--- src/rtl/my_fifo_sync_if.sv ---
// Bus bundle for my_fifo_sync: write/read requests, read data, occupancy and status.
//
// Handshake: wr_en and rd_en are requests sampled on the rising edge of clk.
// A write is taken when wr_en && !full, and a read when rd_en && !empty.
// full and empty are the values seen before that edge, so they act as the
// inverted ready of each side. A refused request is dropped, not held
// pending. It raises wrerr/rderr for the following cycle.
interface my_fifo_sync_if #(
    parameter int WIDTH      = 9,
    parameter int DEPTH_LOG2 = 9
);
    logic [WIDTH-1:0]    din;
    logic                wr_en;
    logic                rd_en;
    logic [WIDTH-1:0]    dout;
    logic                full;
    logic                empty;
    logic                almostfull;
    logic                almostempty;
    logic [DEPTH_LOG2:0] count;
    logic                wrerr;
    logic                rderr;

    // Requester side: drives data and requests, observes data and status.
    modport master (
        output din, wr_en, rd_en,
        input  dout, full, empty, almostfull, almostempty, count, wrerr, rderr
    );

    // FIFO side.
    modport slave (
        input  din, wr_en, rd_en,
        output dout, full, empty, almostfull, almostempty, count, wrerr, rderr
    );
endinterface

--- src/rtl/my_fifo_sync.sv ---
// Single-clock FIFO on inferred RAM with occupancy count, almost-full/almost-empty
// thresholds, optional first-word-fall-through output and registered error pulses.
module my_fifo_sync #(
    parameter int WIDTH               = 9,
    parameter int DEPTH_LOG2          = 9,
    parameter int FWFT                = 0,
    parameter int ALMOST_FULL_OFFSET  = 128,
    parameter int ALMOST_EMPTY_OFFSET = 128
) (
    input  logic           clk,
    input  logic           rst,
    my_fifo_sync_if.slave  bus
);
    localparam int CW          = DEPTH_LOG2 + 1;
    localparam int DEPTH       = 1 << DEPTH_LOG2;
    localparam int AF_LEVEL_I  = DEPTH - ALMOST_FULL_OFFSET;
    localparam int AE_LEVEL_I  = ALMOST_EMPTY_OFFSET;

    localparam logic [CW-1:0] DEPTH_C  = DEPTH[CW-1:0];
    localparam logic [CW-1:0] AF_LEVEL = AF_LEVEL_I[CW-1:0];
    localparam logic [CW-1:0] AE_LEVEL = AE_LEVEL_I[CW-1:0];
    localparam logic [CW-1:0] ONE_C    = {{(CW-1){1'b0}}, 1'b1};

    logic [WIDTH-1:0]      mem [DEPTH];
    logic [DEPTH_LOG2-1:0] wr_ptr;
    logic [DEPTH_LOG2-1:0] rd_ptr;
    logic [DEPTH_LOG2-1:0] rd_ptr_nxt;
    logic [CW-1:0]         count_q;
    logic [WIDTH-1:0]      dout_q;
    logic                  wrerr_q;
    logic                  rderr_q;

    logic full_w;
    logic empty_w;
    logic wr_acc;
    logic rd_acc;

    assign full_w     = (count_q == DEPTH_C);
    assign empty_w    = (count_q == '0);
    // A pop never frees a slot for a write on the same edge, and vice versa.
    assign wr_acc     = bus.wr_en && !full_w;
    assign rd_acc     = bus.rd_en && !empty_w;
    assign rd_ptr_nxt = rd_ptr + 1'b1;

    // Storage write; contents are never cleared, reset only makes them unreachable.
    always_ff @(posedge clk) begin
        if (!rst && wr_acc) begin
            mem[wr_ptr] <= bus.din;
        end
    end

    // Pointers and occupancy; simultaneous accepted read and write leave count unchanged.
    always_ff @(posedge clk) begin
        if (rst) begin
            wr_ptr  <= '0;
            rd_ptr  <= '0;
            count_q <= '0;
        end else begin
            if (wr_acc) begin
                wr_ptr <= wr_ptr + 1'b1;
            end
            if (rd_acc) begin
                rd_ptr <= rd_ptr_nxt;
            end
            case ({wr_acc, rd_acc})
                2'b10:   count_q <= count_q + ONE_C;
                2'b01:   count_q <= count_q - ONE_C;
                default: count_q <= count_q;
            endcase
        end
    end

    // Output register. Standard mode loads the head on an accepted read.
    // FWFT keeps the head on dout: a write into an empty FIFO (or into a FIFO whose
    // only word is popped the same edge) bypasses din; a pop with more words left
    // fetches the entry behind the head; otherwise dout holds.
    always_ff @(posedge clk) begin
        if (rst) begin
            dout_q <= '0;
        end else if (FWFT == 0) begin
            if (rd_acc) begin
                dout_q <= mem[rd_ptr];
            end
        end else begin
            if (wr_acc && (empty_w || (rd_acc && count_q == ONE_C))) begin
                dout_q <= bus.din;
            end else if (rd_acc && count_q > ONE_C) begin
                dout_q <= mem[rd_ptr_nxt];
            end
        end
    end

    // Error pulses: high for the cycle after each refused request.
    always_ff @(posedge clk) begin
        if (rst) begin
            wrerr_q <= 1'b0;
            rderr_q <= 1'b0;
        end else begin
            wrerr_q <= bus.wr_en && full_w;
            rderr_q <= bus.rd_en && empty_w;
        end
    end

    assign bus.dout        = dout_q;
    assign bus.count       = count_q;
    assign bus.full        = full_w;
    assign bus.empty       = empty_w;
    assign bus.almostfull  = (count_q >= AF_LEVEL);
    assign bus.almostempty = (count_q <= AE_LEVEL);
    assign bus.wrerr       = wrerr_q;
    assign bus.rderr       = rderr_q;
endmodule

--- src/flat_wrapper.sv ---
// flat-port wrapper written by rule: the top's interface ports become plain ports
module my_fifo_sync_flat 
#(
    parameter int WIDTH               = 9,
    parameter int DEPTH_LOG2          = 9,
    parameter int FWFT                = 0,
    parameter int ALMOST_FULL_OFFSET  = 128,
    parameter int ALMOST_EMPTY_OFFSET = 128
)
  (clk, rst, bus_din, bus_wr_en, bus_rd_en, bus_dout, bus_full, bus_empty, bus_almostfull, bus_almostempty, bus_count, bus_wrerr, bus_rderr);
  my_fifo_sync_if #(.WIDTH(WIDTH), .DEPTH_LOG2(DEPTH_LOG2)) bus_i ();
  input  logic clk;
  input  logic rst;
  input wire logic [$bits(bus_i.din)-1:0] bus_din;
  input wire logic [$bits(bus_i.wr_en)-1:0] bus_wr_en;
  input wire logic [$bits(bus_i.rd_en)-1:0] bus_rd_en;
  output wire logic [$bits(bus_i.dout)-1:0] bus_dout;
  output wire logic [$bits(bus_i.full)-1:0] bus_full;
  output wire logic [$bits(bus_i.empty)-1:0] bus_empty;
  output wire logic [$bits(bus_i.almostfull)-1:0] bus_almostfull;
  output wire logic [$bits(bus_i.almostempty)-1:0] bus_almostempty;
  output wire logic [$bits(bus_i.count)-1:0] bus_count;
  output wire logic [$bits(bus_i.wrerr)-1:0] bus_wrerr;
  output wire logic [$bits(bus_i.rderr)-1:0] bus_rderr;
  assign bus_i.din = bus_din;
  assign bus_i.wr_en = bus_wr_en;
  assign bus_i.rd_en = bus_rd_en;
  assign bus_dout = bus_i.dout;
  assign bus_full = bus_i.full;
  assign bus_empty = bus_i.empty;
  assign bus_almostfull = bus_i.almostfull;
  assign bus_almostempty = bus_i.almostempty;
  assign bus_count = bus_i.count;
  assign bus_wrerr = bus_i.wrerr;
  assign bus_rderr = bus_i.rderr;
  my_fifo_sync #(.WIDTH(WIDTH), .DEPTH_LOG2(DEPTH_LOG2), .FWFT(FWFT), .ALMOST_FULL_OFFSET(ALMOST_FULL_OFFSET), .ALMOST_EMPTY_OFFSET(ALMOST_EMPTY_OFFSET)) u_core (.clk(clk), .rst(rst), .bus(bus_i));
endmodule
--- config.mk ---
export PLATFORM = sky130hd
export DESIGN_NAME = my_fifo_sync_flat
export DESIGN_NICKNAME = d
export VERILOG_FILES = /design/src/rtl/my_fifo_sync_if.sv /design/src/rtl/my_fifo_sync.sv /design/src/flat_wrapper.sv
export SDC_FILE = /design/constraint.sdc
export NUM_CORES = 2
export LEC_CHECK = 0
export BUFFER_PORTS_ARGS = -buffer_cell sky130_fd_sc_hd__buf_2
export CORE_UTILIZATION = 45
export DETAILED_ROUTE_END_ITERATION = 8
export PLACE_DENSITY = 0.62
export SYNTH_ARGS = -nofsm -noshare
export SYNTH_HDL_FRONTEND = slang
export SYNTH_MEMORY_MAX_BITS = 65536
export SYNTH_SLANG_ARGS = --single-unit
--- constraint.sdc ---
create_clock -name clk -period 6.19 [get_ports clk]
set_input_delay 0.619 -clock clk [delete_from_list [all_inputs] [get_ports clk]]
set_output_delay 0.619 -clock clk [all_outputs]
set_load 0.005 [all_outputs]
==> impl_metrics.env <==
export IMPL_worstPathRequired_ns=7.03
export IMPL_drc=0
export IMPL_path_class="reg2reg"
export IMPL_fin_setup_tns_ns=0
export IMPL_p_leak_nw=61.2
export IMPL_pre_cts_slack_ns=0.898
export IMPL_via_per_inst=6.37
export IMPL_die_y_um=636
export IMPL_synth_top_family_by_area="multiplexers"
export IMPL_tightest_slew_ns=1.48
export IMPL_path_buf_inv=1
export IMPL_synth_area_um2=181000
export IMPL_critPathArrivalTime_ns=6.24
export IMPL_gp_congestion=0.861
export IMPL_die_x_um=636
export IMPL_rows=232
export IMPL_drt_wl_total_um=511000
export IMPL_core_area_um2=400000
export IMPL_cp_common_cell="mux4_2"
export IMPL_nets=8687
export IMPL_fillCellCount=31100
export IMPL_muxShareOfSynthArea_pct=16.3
export IMPL_max_slew_margin_pct=0.219
export IMPL_clk_path_buf_depth=4
export IMPL_gr_total_overflow=0
export IMPL_max_freq_mhz=185
export IMPL_io_buffers=37
export IMPL_final_common_cell="edfxtp_1"
export IMPL_cts_root_buf="clkbuf_16"
export IMPL_syn_area_per_cell_um2=21.7
export IMPL_finalHoldViolCount=0
export IMPL_endpoint_kind="register"
export IMPL_crit_path_cell_trace="buf_4 > mux4_2 > mux4_2 > mux4_2 > nor2_1 > a211oi_1 > nor4_1 > a2111oi_1"
export IMPL_holdCritPathClass="in2reg"
export IMPL_post_synth_and_or_nand_nor_area_fraction_pct=2.40
export IMPL_crit_path_max_fanout=34
export IMPL_antenna_found_initial=32
export IMPL_syn_instance_count=8344
export IMPL_ctsHoldBuffers=2
export IMPL_grt_pass1_wl_um=711000
export IMPL_wl_per_cell_um=35.7
export IMPL_finalWorstSetupSlack_ns=0.788
export IMPL_grt_setup_unrepaired="no"
export IMPL_synth_area_leaders="edfxtp_1 76%, mux4_2 14%, mux2i_1 1.7%"
export IMPL_synth_top_area_share_pct=76.5
export IMPL_ys_ff_latch=4647
export IMPL_synth_xor_area_share_pct=0.116
export IMPL_drt_first_pass_iters=8
export IMPL_p_per_area_nw_per_um2=363
export IMPL_cts_htree_levels=5
export IMPL_yosysSeqAreaShare_pct=76.9
export IMPL_synth_top_area_cell="edfxtp_1"
export IMPL_synth_fa_ha_area_share_pct=0.0622
export IMPL_hpwl_um=305000
export IMPL_status="finished, violations left"
export IMPL_dr_total_vias=91300
export IMPL_critPathMaxStageDelay_ns=1.22
export IMPL_startpoint_type="register"
export IMPL_drv_slew=0
export IMPL_syn_to_final_growth_pct=11.9
export IMPL_first_global_vias=90200
export IMPL_grt_start_max_net_pins=203
export IMPL_synth_edf_count=4608
export IMPL_yosysUniqueCellTypes=82
export IMPL_ioPinCount=38
export IMPL_skew_ns=0.0501
export IMPL_grt_use_total_pct=24.9
export IMPL_failed_checks="max-capacitance violations"
export IMPL_path_clk_slew_ns=0.06
export IMPL_cts_setup_buffers=0
export IMPL_crit_family="multiplexers"
export IMPL_drt_initial_drc_count=12800
export IMPL_synth_nets=8366
export IMPL_slowest_stage="dfxtp_4"
export IMPL_postCtsResizedCells=0
export IMPL_dieArea_um2=405000
export IMPL_insertion_delay_ns=1.01
export IMPL_cts_num_sinks=4647
export IMPL_finalSetupViolCount=0
export IMPL_fin_crit_sh_pct=87.3
export IMPL_synth_compound_area_share_pct=2.43
export IMPL_final_cell_mix="4608 x edfxtp_1, 1149 x mux4_2, 591 x nor2_1, 457 x clkbuf_16, 310 x mux2i_1"
export IMPL_maxCapViolCount=1
export IMPL_detail_route_antenna_nets=0
export IMPL_numCtsBuffers=455
export IMPL_synthArstFlopShare_pct=0
export IMPL_drive_gt1_share_pct=24.6
export IMPL_synth_ff_type="edfxtp_1"
export IMPL_yosys_warnings=0
export IMPL_cts_tree="built"
export IMPL_ir_drop_mv=0.261
export IMPL_initial_core_util_pct=45.3
export IMPL_finalCriticalPeriod_ns=5.40
-- area by class of cell --
cell class,instances,area [um^2],area share [%]
inverter,15,75.1,0.0371
clock inverter,279,2360,1.17
antenna,21,52.6,0.0259
tap,5265,6590,3.25
sequential,4647,139000,68.7
multi-input combinational,3178,38900,19.2
clock buffer,568,11900,5.89
timing repair buffer,368,3400,1.68
-- synthesized netlist by cell type (16+ instances only) --
| cell type | count |
|---|---|
| buf_2 | 135 |
| clkbuf_1 | 197 |
| dfxtp_1 | 39 |
| o21ai_0 | 71 |
| o221ai_1 | 39 |
| o22ai_1 | 63 |
| xnor2_1 | 17 |
| buf_1 | 27 |
| a211oi_1 | 28 |
| buf_4 | 53 |
| mux2i_1 | 310 |
| edfxtp_1 | 4608 |
| nor3_1 | 31 |
| nand4_1 | 16 |
| a31oi_1 | 30 |
| mux4_2 | 1149 |
| nor2b_1 | 17 |
| buf_6 | 70 |
| a21oi_1 | 126 |
| nor2_1 | 599 |
| nand2_1 | 194 |
| a221oi_1 | 50 |
| mux2_2 | 18 |
| a22oi_1 | 80 |
| nand3_1 | 81 |
-- power by group --
| group | internal (mW) | switching, mW | total, mW | leakage (nW) |
|---|---|---|---|---|
| clock network | 14.9 | 11.9 | 26.9 | 6.99 |
| logic | 5.23 | 6.49 | 11.7 | 12.5 |
| registers | 34.7 | 0.257 | 34.9 | 41.7 |
-- state kept, by name (all words and copies together) (netlist names) --
signal	count
u_core.bus.count	10
u_core.bus.dout	9
u_core.bus.rderr	1
u_core.bus.wrerr	1
u_core.mem	4608
u_core.rd_ptr	9
u_core.wr_ptr	9
-- metal layers --
layer	track usage, %	part of all wire [%]
met4	9.69	4.2
met3	5.93	11
met2	38.4	47
met1	34.4	38
met5	0.331	0.060
-- final timing paths --
path                                   start                              end  slack [ns]  cells past startpoint
min                               bus_din[1]      u_core.mem[60][1]$_DFFE_PP_        0.09                      1
max reg2reg    u_core.rd_ptr[0]$_SDFFE_PP0N_  u_core.bus.dout[6]$_SDFFE_PP0N_        0.79                      8
min reg2reg  u_core.bus.dout[3]$_SDFFE_PP0N_  u_core.bus.dout[3]$_SDFFE_PP0N_        0.50                      1
max            u_core.rd_ptr[0]$_SDFFE_PP0N_  u_core.bus.dout[6]$_SDFFE_PP0N_        0.79                      8
-- worst reg2reg max path, stage by stage, from the launching register on --
cell and delay, ns:
dfxtp_4 1.22, buf_4 0.71, mux4_2 0.64, mux4_2 0.54, mux4_2 0.59, nor2_1 0.44, a211oi_1 0.33, nor4_1 0.65
a2111oi_1 0.11
-- stage by stage --
step	hold WS, ns	instances	instance area, um^2	utilization, %	total power [mW]
floorplan	0.439	8344	181000	-	43.5
global placement	0.460	13500	188000	47.1	47.2
detailed placement	0.475	13500	188000	47.1	47.3
CTS	0.0244	14300	202000	50.7	73.8
global route	0.0652	14300	202000	50.7	75.3
finish	0.0883	14300	203000	50.7	73.5
-- cells by family (layout without fill, tap and decap cells) --
logic type / after synthesis / count (layout)
xor gates and xnor gates: 24 / 24
DFF: 4647 / 4647
AOI/OAI and AO/OA: 627 / 627
other: 0 / 21
buffers and inverters: 519 / 1230
adders and majority gates: 9 / 9
and+or+nand+nor: 1027 / 1027
muxes: 1491 / 1491
(Power assumes the default switching activity.)
